<file path="src/rtl/clk_div_ratio_ctrl.sv">
// Round-robin arbiter for divide-ratio change requests driving one shared clock divider.
// New ratios are loaded only at a divider period boundary, followed by a settle window.
module clk_div_ratio_ctrl #(
    parameter int unsigned NUM_REQ    = 2,
    parameter int unsigned RATIO_W    = 8,
    parameter int unsigned SETTLE_CYC = 4
) (
    input  logic                       clk,
    input  logic                       rst,
    input  logic [NUM_REQ-1:0]         req,
    input  logic [NUM_REQ*RATIO_W-1:0] req_ratio,
    input  logic                       div_tick,
    output logic [RATIO_W-1:0]         div_ratio,
    output logic                       div_en,
    output logic [NUM_REQ-1:0]         ack,
    output logic                       busy
);

    localparam int unsigned PTR_W = (NUM_REQ > 1) ? $clog2(NUM_REQ) : 1;
    localparam int unsigned CNT_W = $clog2(SETTLE_CYC + 1);

    typedef enum logic [2:0] {
        StIdle,
        StGrant,
        StDrain,
        StLoad,
        StSettle,
        StAck
    } state_e;

    state_e             state_q, state_d;
    logic [PTR_W-1:0]   ptr_q;
    logic [PTR_W-1:0]   g_q;
    logic [RATIO_W-1:0] lat_ratio_q;
    logic [RATIO_W-1:0] div_ratio_q;
    logic               div_en_q;
    logic [CNT_W-1:0]   cnt_q;

    logic [NUM_REQ-1:0] req_rot;
    logic [PTR_W-1:0]   pick;
    logic [RATIO_W-1:0] pick_ratio;
    logic               en_target;
    logic               same_cfg;

    // Rotate requests so bit 0 is the client at ptr; lowest set bit wins.
    always_comb begin
        req_rot    = NUM_REQ'({req, req} >> ptr_q);
        pick       = '0;
        pick_ratio = '0;
        for (int i = int'(NUM_REQ) - 1; i >= 0; i--) begin
            if (req_rot[i]) begin
                pick = PTR_W'((int'(ptr_q) + i) % int'(NUM_REQ));
            end
        end
        for (int i = 0; i < int'(NUM_REQ); i++) begin
            if (pick == PTR_W'(i)) begin
                pick_ratio = req_ratio[i*RATIO_W +: RATIO_W];
            end
        end
    end

    // Ratios 0 and 1 leave the divider disabled.
    assign en_target = (lat_ratio_q >= RATIO_W'(2));
    assign same_cfg  = (lat_ratio_q == div_ratio_q) && (div_en_q == en_target);

    always_ff @(posedge clk or negedge rst) begin
        if (!rst) begin
            state_q <= StIdle;
        end else begin
            state_q <= state_d;
        end
    end

    always_comb begin
        state_d = state_q;
        case (state_q)
            StIdle:   if (|req) state_d = StGrant;
            StGrant:  state_d = same_cfg ? StAck : StDrain;
            StDrain:  if (!div_en_q || div_tick) state_d = StLoad;
            StLoad:   state_d = StSettle;
            StSettle: if (cnt_q == '0) state_d = StAck;
            StAck:    state_d = StIdle;
            default:  state_d = StIdle;
        endcase
    end

    always_ff @(posedge clk or negedge rst) begin
        if (!rst) begin
            ptr_q       <= '0;
            g_q         <= '0;
            lat_ratio_q <= '0;
            div_ratio_q <= '0;
            div_en_q    <= 1'b0;
            cnt_q       <= '0;
        end else begin
            case (state_q)
                StIdle: begin
                    if (|req) begin
                        g_q         <= pick;
                        lat_ratio_q <= pick_ratio;
                    end
                end
                StDrain: begin
                    if (div_en_q && div_tick) div_en_q <= 1'b0;
                end
                StLoad: begin
                    div_ratio_q <= lat_ratio_q;
                    cnt_q       <= CNT_W'(SETTLE_CYC - 1);
                end
                StSettle: begin
                    if (cnt_q == '0) begin
                        div_en_q <= en_target;
                    end else begin
                        cnt_q <= cnt_q - CNT_W'(1);
                    end
                end
                StAck: begin
                    ptr_q <= (g_q == PTR_W'(NUM_REQ - 1)) ? '0 : g_q + PTR_W'(1);
                end
                default: ;
            endcase
        end
    end

    always_comb begin
        ack  = '0;
        busy = (state_q != StIdle);
        for (int i = 0; i < int'(NUM_REQ); i++) begin
            if (state_q == StAck && g_q == PTR_W'(i)) ack[i] = 1'b1;
        end
    end

    assign div_ratio = div_ratio_q;
    assign div_en    = div_en_q;

endmodule
</file>
<file path="config.mk">
export PLATFORM = sky130hd
export DESIGN_NAME = clk_div_ratio_ctrl
export DESIGN_NICKNAME = d
export VERILOG_FILES = /design/src/rtl/clk_div_ratio_ctrl.sv
export SDC_FILE = /design/constraint.sdc
export NUM_CORES = 1
export LEC_CHECK = 0
export ABC_AREA = 1
export ABC_CLOCK_PERIOD_IN_PS = 1200
export CAP_MARGIN = 40
export CORE_ASPECT_RATIO = 1.75
export CORE_UTILIZATION = 44
export CTS_CLUSTER_DIAMETER = 50
export DETAILED_ROUTE_END_ITERATION = 10
export PLACE_DENSITY = 0.85
export SETUP_SLACK_MARGIN = 0.3
export SLEW_MARGIN = 0
export SYNTH_ARGS = -nofsm -noshare
export SYNTH_HDL_FRONTEND = slang
export SYNTH_SLANG_ARGS = --single-unit
</file>
<file path="constraint.sdc">
create_clock -name clk -period 1.2 [get_ports clk]
set_input_delay 0.12 -clock clk [delete_from_list [all_inputs] [get_ports clk]]
set_output_delay 0.12 -clock clk [all_outputs]
set_load 0.02 [all_outputs]
</file>
==> impl_metrics.ini, run 1 <==
[status]
outcome = complete, but fails checks
violations = DRC, setup timing

[placement]
place_inst = 250
gp_congestion = 0.853
port_buffers = 32
dp_hpwl_mm = 2.20

[global_routing]
first_global_vias = 1369
grt.busiest_layer = met2
antenna_found_initial = 0
grt_util_met2_pct = 42.1
met3_usage_pct = 2.16
grt_usage_pct = 24.4
grt-ovfl-total = 0
use_met1_pct = 30.6
grt_first_pass_wirelength_mm = 5.97
grt_max_degree = 26

[power_and_ir_drop]
ir_drop_uv = 1650
power.density_nw_per_um2 = 2540
p_leak_nw = 1.09

[detailed_routing]
routed_wl_mm = 4.11
post_drt_wl_per_cell_um = 15.3
dr.pass1.iters = 7
postRouteAntennaNets = 0
viasPerCell = 5.39
num_vias = 1451
drc_errors = 1
drt_iter0_drc = 40

[cts]
clk_latency_ps = 280
cts_tree = yes
postCtsHoldBufs = 0
root_buffer = clkbuf_8
clockBufferDepth = 2
cts_max_level = 1
cts.sinks = 25
clk_pin_slew_ps = 90
cts_made_buffers = 3

[yosys]
synth_top_cell_by_area = dfrtp_1
ys_ff_latch = 25
ys_seq_area_share_pct = 46.6
netlist_instances = 176
yosysUniqueCellTypes = 22
synth.net_count = 199
synth_top_area_share_pct = 46.6
synth_area_per_cell_um2 = 7.63
synth_area_leaders = dfrtp_1, nand2_1, inv_1
ys_warn_count = 0
synthesis.area_um2 = 1340

[critical_path]
cpMostUsedCell = nor2_4
cp_slowest_cell = dfrtp_1
worstPathCellList = buf_6, nor2_4, inv_2, nor2_4, inv_4, a21oi_4, buf_12, o21ai_1, o22ai_1
worstPathArrival_ps = 1720
setup.worst_path.end_class = register
worst-path-buf-inv = 4
slowest_delay_ps = 410
start_kind = register
cp_top_family = flip-flops
worst-setup-path-type = register to register
required_ps = 1400
cp_max_fo = 9

[final_layout]
n_antenna_cell = 0
nNetsFinal = 265
nFillCells = 183
syn_to_final_growth_pct = 69.2
final_cells = 269
drive_gt1_share_pct = 44.0
utilization_pct = 78.5

[timing]
clock_skew_ps = 8.23
hold_violations = 0
setup_viol = 26
period_share_pct = 127
fmax_ghz = 0.656
setup_slack_ps = -324
grt_setup_unrepaired = true
slew_viol_final = 0
post-route-min-period_ps = 1520
relSlewSlack_pct = 79.3
tightestPinTransition_ps = 308

[floorplan]
floorplan.initialDensity_pct = 46.4
rows = 26
core_um2 = 2900
dieHeight_um = 75.1
die_area_um2 = 3280
die_x_um = 43.8
ios = 33

[min_path]
hold_class = primary input to async pin

[job]
drv_cap = 0
## power breakdown
part           switching (mW)  internal [mW]
logic                    1.82           1.76
clock network           0.292          0.236
registers               0.411           1.24
total                    2.53           3.24
## timing repair
action / in CTS / in global routing
buffers inserted: 6 / 7
pin swaps: 7 / 6
setup endpoints to repair: 37 / 37
gates cloned: 2 / 0
gates resized for setup: 87 / 46
## cell type report
class | instances | area (um2) | area share, %
multi-input combinational | 119 | 772 | 34.0
inverter | 30 | 120 | 5.29
timing repair buffer | 63 | 657 | 28.9
clock inverter | 1 | 7.51 | 0.330
sequential | 25 | 639 | 28.1
tap | 28 | 35.0 | 1.54
clock buffer | 3 | 41.3 | 1.82
## Yosys cell counts (all sizes together)
cell type	count
nand2	43
inv	30
nor2	26
dfrtp	25
o21ai	21
o22ai	8
nand3	7
a21oi	5
nor3	4
buf	2
ha	2
a21o	1
a31oi	1
xor2	1
## state kept, by name, summed over array words and instances (netlist names)
signal and cells:
g_q 1, state_q 3, div_ratio 8, cnt_q 3, div_en 1, lat_ratio_q 8, ptr_q 1
## worst reg2reg max path, cell delays in order (launching register included)
cell and delay, ps:
dfrtp_1 410, buf_6 130, nor2_4 90, inv_2 60, nor2_4 140, inv_4 50, a21oi_4 170, buf_12 160
o21ai_1 80, o22ai_1 160
## path summary, 6_finish.rpt
| path | end | from | depth (start not counted) | slack [ps] |
|---|---|---|---|---|
| worst max-delay path | lat_ratio_q[3] | state_q[1] | 9 | -320 |
| worst min-delay path | lat_ratio_q[2] | rst | 2 | 180 |
| worst max register to register | lat_ratio_q[3] | state_q[1] | 9 | -320 |
| worst min register to register | div_ratio[0] | lat_ratio_q[0] | 2 | 530 |
| max in group asynchronous | div_ratio[2] | rst | 2 | 850 |
| min in group clk | lat_ratio_q[5] | req_ratio[13] | 3 | 440 |
## layout by cell type, fill, tap and decap left out, types with 2 or more instances in the layout
| cell type | netlist | routed |
|---|---|---|
| a21oi_2 | 0 | 3 |
| buf_12 | 0 | 3 |
| buf_4 | 0 | 19 |
| buf_6 | 1 | 15 |
| buf_8 | 0 | 2 |
| clkbuf_8 | 0 | 3 |
| clkdlybuf4s15_2 | 0 | 2 |
| clkdlybuf4s50_1 | 0 | 20 |
| dfrtp_1 | 25 | 14 |
| dfrtp_2 | 0 | 11 |
| ha_1 | 2 | 2 |
| inv_1 | 27 | 24 |
| inv_2 | 3 | 3 |
| inv_4 | 0 | 3 |
| nand2_1 | 43 | 32 |
| nand2_2 | 0 | 6 |
| nand2_4 | 0 | 5 |
| nand3_2 | 0 | 5 |
| nor2_1 | 24 | 20 |
| nor2_2 | 1 | 2 |
| nor2_4 | 1 | 4 |
| nor3_1 | 3 | 2 |
| o21ai_0 | 19 | 6 |
| o21ai_1 | 0 | 6 |
| o21ai_2 | 2 | 9 |
| o22ai_1 | 7 | 4 |
| o22ai_2 | 1 | 3 |
## metal layers
layer  vias up  wire, um
li1        687         -
met1       699      1640
met2        52      2190
met3        13       141
met4         0       136
met5         -         0
## stage by stage
stage               area, um2  worst slack, ps  TNS, ps  hold WS, ps  power, mW
detailed placement       1860             -300    -3100          491       3.98
global route             2270             -397    -7060          210       6.12
floorplan                1380            -62.5     -492         -176       3.01
finish                   2270             -324    -5220          184       5.77
global placement         1860             -267    -2380          482       3.90
CTS                      2080             -244    -3800          194       5.06
## cells by family (layout without fill, tap and decap cells)
group           Yosys count  in the layout  synth area share (%)
compound gates           36             36                  16.3
xor+xnor                  1              1                 0.652
fa+ha+maj                 2              2                  1.86
buf+inv                  32             97                  9.60
flops                    25             25                  46.6
simple gates             80             80                  25.0
Note: power is estimated with default switching activity, not from simulation.
==> run 2, diff against run 1 <==
--- a/config.mk
+++ b/config.mk
@@ -9,10 +9,11 @@
 export ABC_CLOCK_PERIOD_IN_PS = 1200
 export CAP_MARGIN = 40
 export CORE_ASPECT_RATIO = 1.75
-export CORE_UTILIZATION = 44
+export CORE_UTILIZATION = 46
+export CTS_BUF_LIST = sky130_fd_sc_hd__clkbuf_8
 export CTS_CLUSTER_DIAMETER = 50
 export DETAILED_ROUTE_END_ITERATION = 10
-export PLACE_DENSITY = 0.85
+export PLACE_DENSITY = 0.88
 export SETUP_SLACK_MARGIN = 0.3
 export SLEW_MARGIN = 0
 export SYNTH_ARGS = -nofsm -noshare
==> run 2 against run 1 <==
Effect of this change: the flow finishes with violations (setup timing); core utilization grew 5.5 points; worst hold slack gained 23 ps; sequential power is essentially flat; flip-flop and latch count is the same; worst setup slack lost 55 ps; first-iteration DRC count grew to 3.1 times the previous value; via count grew 12%; die area shrank 4.2%; clock skew shrank 4.6 ps; clock power shrank 3%; sequential share of layout area shrank 0.17 points; critical path type unchanged; largest power group unchanged; highest routed layer unchanged.
==> impl_metrics.ini, run 2 (synthesized netlist as in run 1, its figures left out) <==
[floorplan]
dieHeight_um = 73.5
die_x_um = 42.8
floorplan.initialDensity_pct = 49.3
ios = 33
die_area_um2 = 3150
core_um2 = 2720
rows = 25

[timing]
setup_viol = 27
grt_setup_unrepaired = true
fmax_ghz = 0.633
relSlewSlack_pct = 73.9
fin_setup_tns_ps = -7510
slew_viol_final = 0
hold_violations = 0
setup_slack_ps = -379
clock_skew_ps = 3.59
period_share_pct = 132
tightestPinTransition_ps = 392
post-route-min-period_ps = 1580
hold_ws_ps = 207

[detailed_routing]
dr.pass1.iters = 4
drt_iter0_drc = 124
postRouteAntennaNets = 0
post_drt_wl_per_cell_um = 20.1
routed_wl_mm = 5.53
num_vias = 1631
drc_errors = 0
viasPerCell = 5.93

[power_and_ir_drop]
fin_total_pwr_mw = 6.02
ir_drop_uv = 1840
power.density_nw_per_um2 = 2630
p_leak_nw = 1.08

[critical_path]
reg2reg_slack_ps = -380
rr_startpoint = state_q[1]
cp_max_fo = 8
start_kind = register
worstPathArrival_ps = 1730
crit_start = state_q[1]
setup.worst_path.end_class = register
r2r-end = lat_ratio_q[3]
rr_worst_depth = 9
worst-setup-path-type = register to register
endpoint = lat_ratio_q[3]
required_ps = 1350

[final_layout]
syn_to_final_growth_pct = 70.3
layout_commonest_cell = nand2_1
nNetsFinal = 272
drive_gt1_share_pct = 42.3
n_antenna_cell = 0
layout_common_cells = nand2_1, inv_1, buf_4

[global_routing]
grt_usage_pct = 28.4
grt-ovfl-total = 0
antenna_found_initial = 0
first_global_vias = 1431
grt_first_pass_wirelength_mm = 6.44
grt_max_degree = 26

[cts]
cts.sinks = 25
root_buffer = clkbuf_8
cts_tree = yes
cts_made_buffers = 3
postCtsHoldBufs = 0
clk_latency_ps = 280
cts_max_level = 1
clk_pin_slew_ps = 90
clockBufferDepth = 2

[placement]
place_ws_ps = -366
port_buffers = 32
dp_hpwl_mm = 2.30
gp_congestion = 0.779

[min_path]
hold_class = primary input to async pin

[status]
outcome = complete, but fails checks
violations = setup timing

[job]
drv_cap = 0
## run 2: changes by cell type in the layout (fill, tap and decap cells not counted), sizes merged
cell / change
buf: +9
clkdlybuf4s15: -2
clkinvlp: -1
inv: +1
## run 2: where the power goes
| part | internal [mW] | switching (mW) | total [mW] |
|---|---|---|---|
| clock network | 0.230 | 0.284 | 0.514 |
| registers | 1.25 | 0.440 | 1.69 |
| logic | 1.84 | 1.98 | 3.82 |
## run 2: cell type report
class	count	area (um2)
Clock buffer	3	41.3
Clock inverter	1	3.75
Fill cell	118	435
Inverter	30	120
Multi-Input combinational cell	119	731
Sequential cell	25	639
Tap cell	27	33.8
Timing Repair Buffer	70	717
## run 2: metal layers
layer / GRT usage (%) / vias to the layer above / routed length, um
li1: - / 703 / -
met1: 31.5 / 774 / 1780
met2: 49.3 / 107 / 2850
met3: 4.67 / 47 / 376
met4: 17.4 / 0 / 520
met5: 0 / - / 0
## run 2: worst min path at each step
stage,from,end
CTS,rst,div_en
floorplan,rst,cnt_q[0]
global placement,lat_ratio_q[0],div_ratio[0]
finish,rst,ptr_q
detailed placement,rst,lat_ratio_q[0]
global route,rst,lat_ratio_q[5]
## run 2: worst max-delay path, stage by stage (launching register included)
cell,delay [ps]
dfrtp_2,450
nor2_4,150
inv_2,70
nor2_4,120
inv_4,50
a21oi_4,160
buf_6,130
buf_12,100
buf_16,120
o22ai_1,90
## run 2: through the flow
stage / instances / util (%) / instance area, um2
2_1_floorplan: 176 / - / 1380
3_3_place_gp: 249 / 68.2 / 1860
3_5_place_dp: 249 / 68.2 / 1860
4_1_cts: 265 / 76.2 / 2070
5_1_grt: 275 / 84.0 / 2290
6_report: 275 / 84.0 / 2290
## run 2: what timing repair did
item | 4_1_cts | 5_1_grt
buffers inserted | 11 | 9
resized for setup | 83 | 47
endpoints found under the setup margin | 37 | 37
gates cloned | 1 | 1
pin swaps | 11 | 17
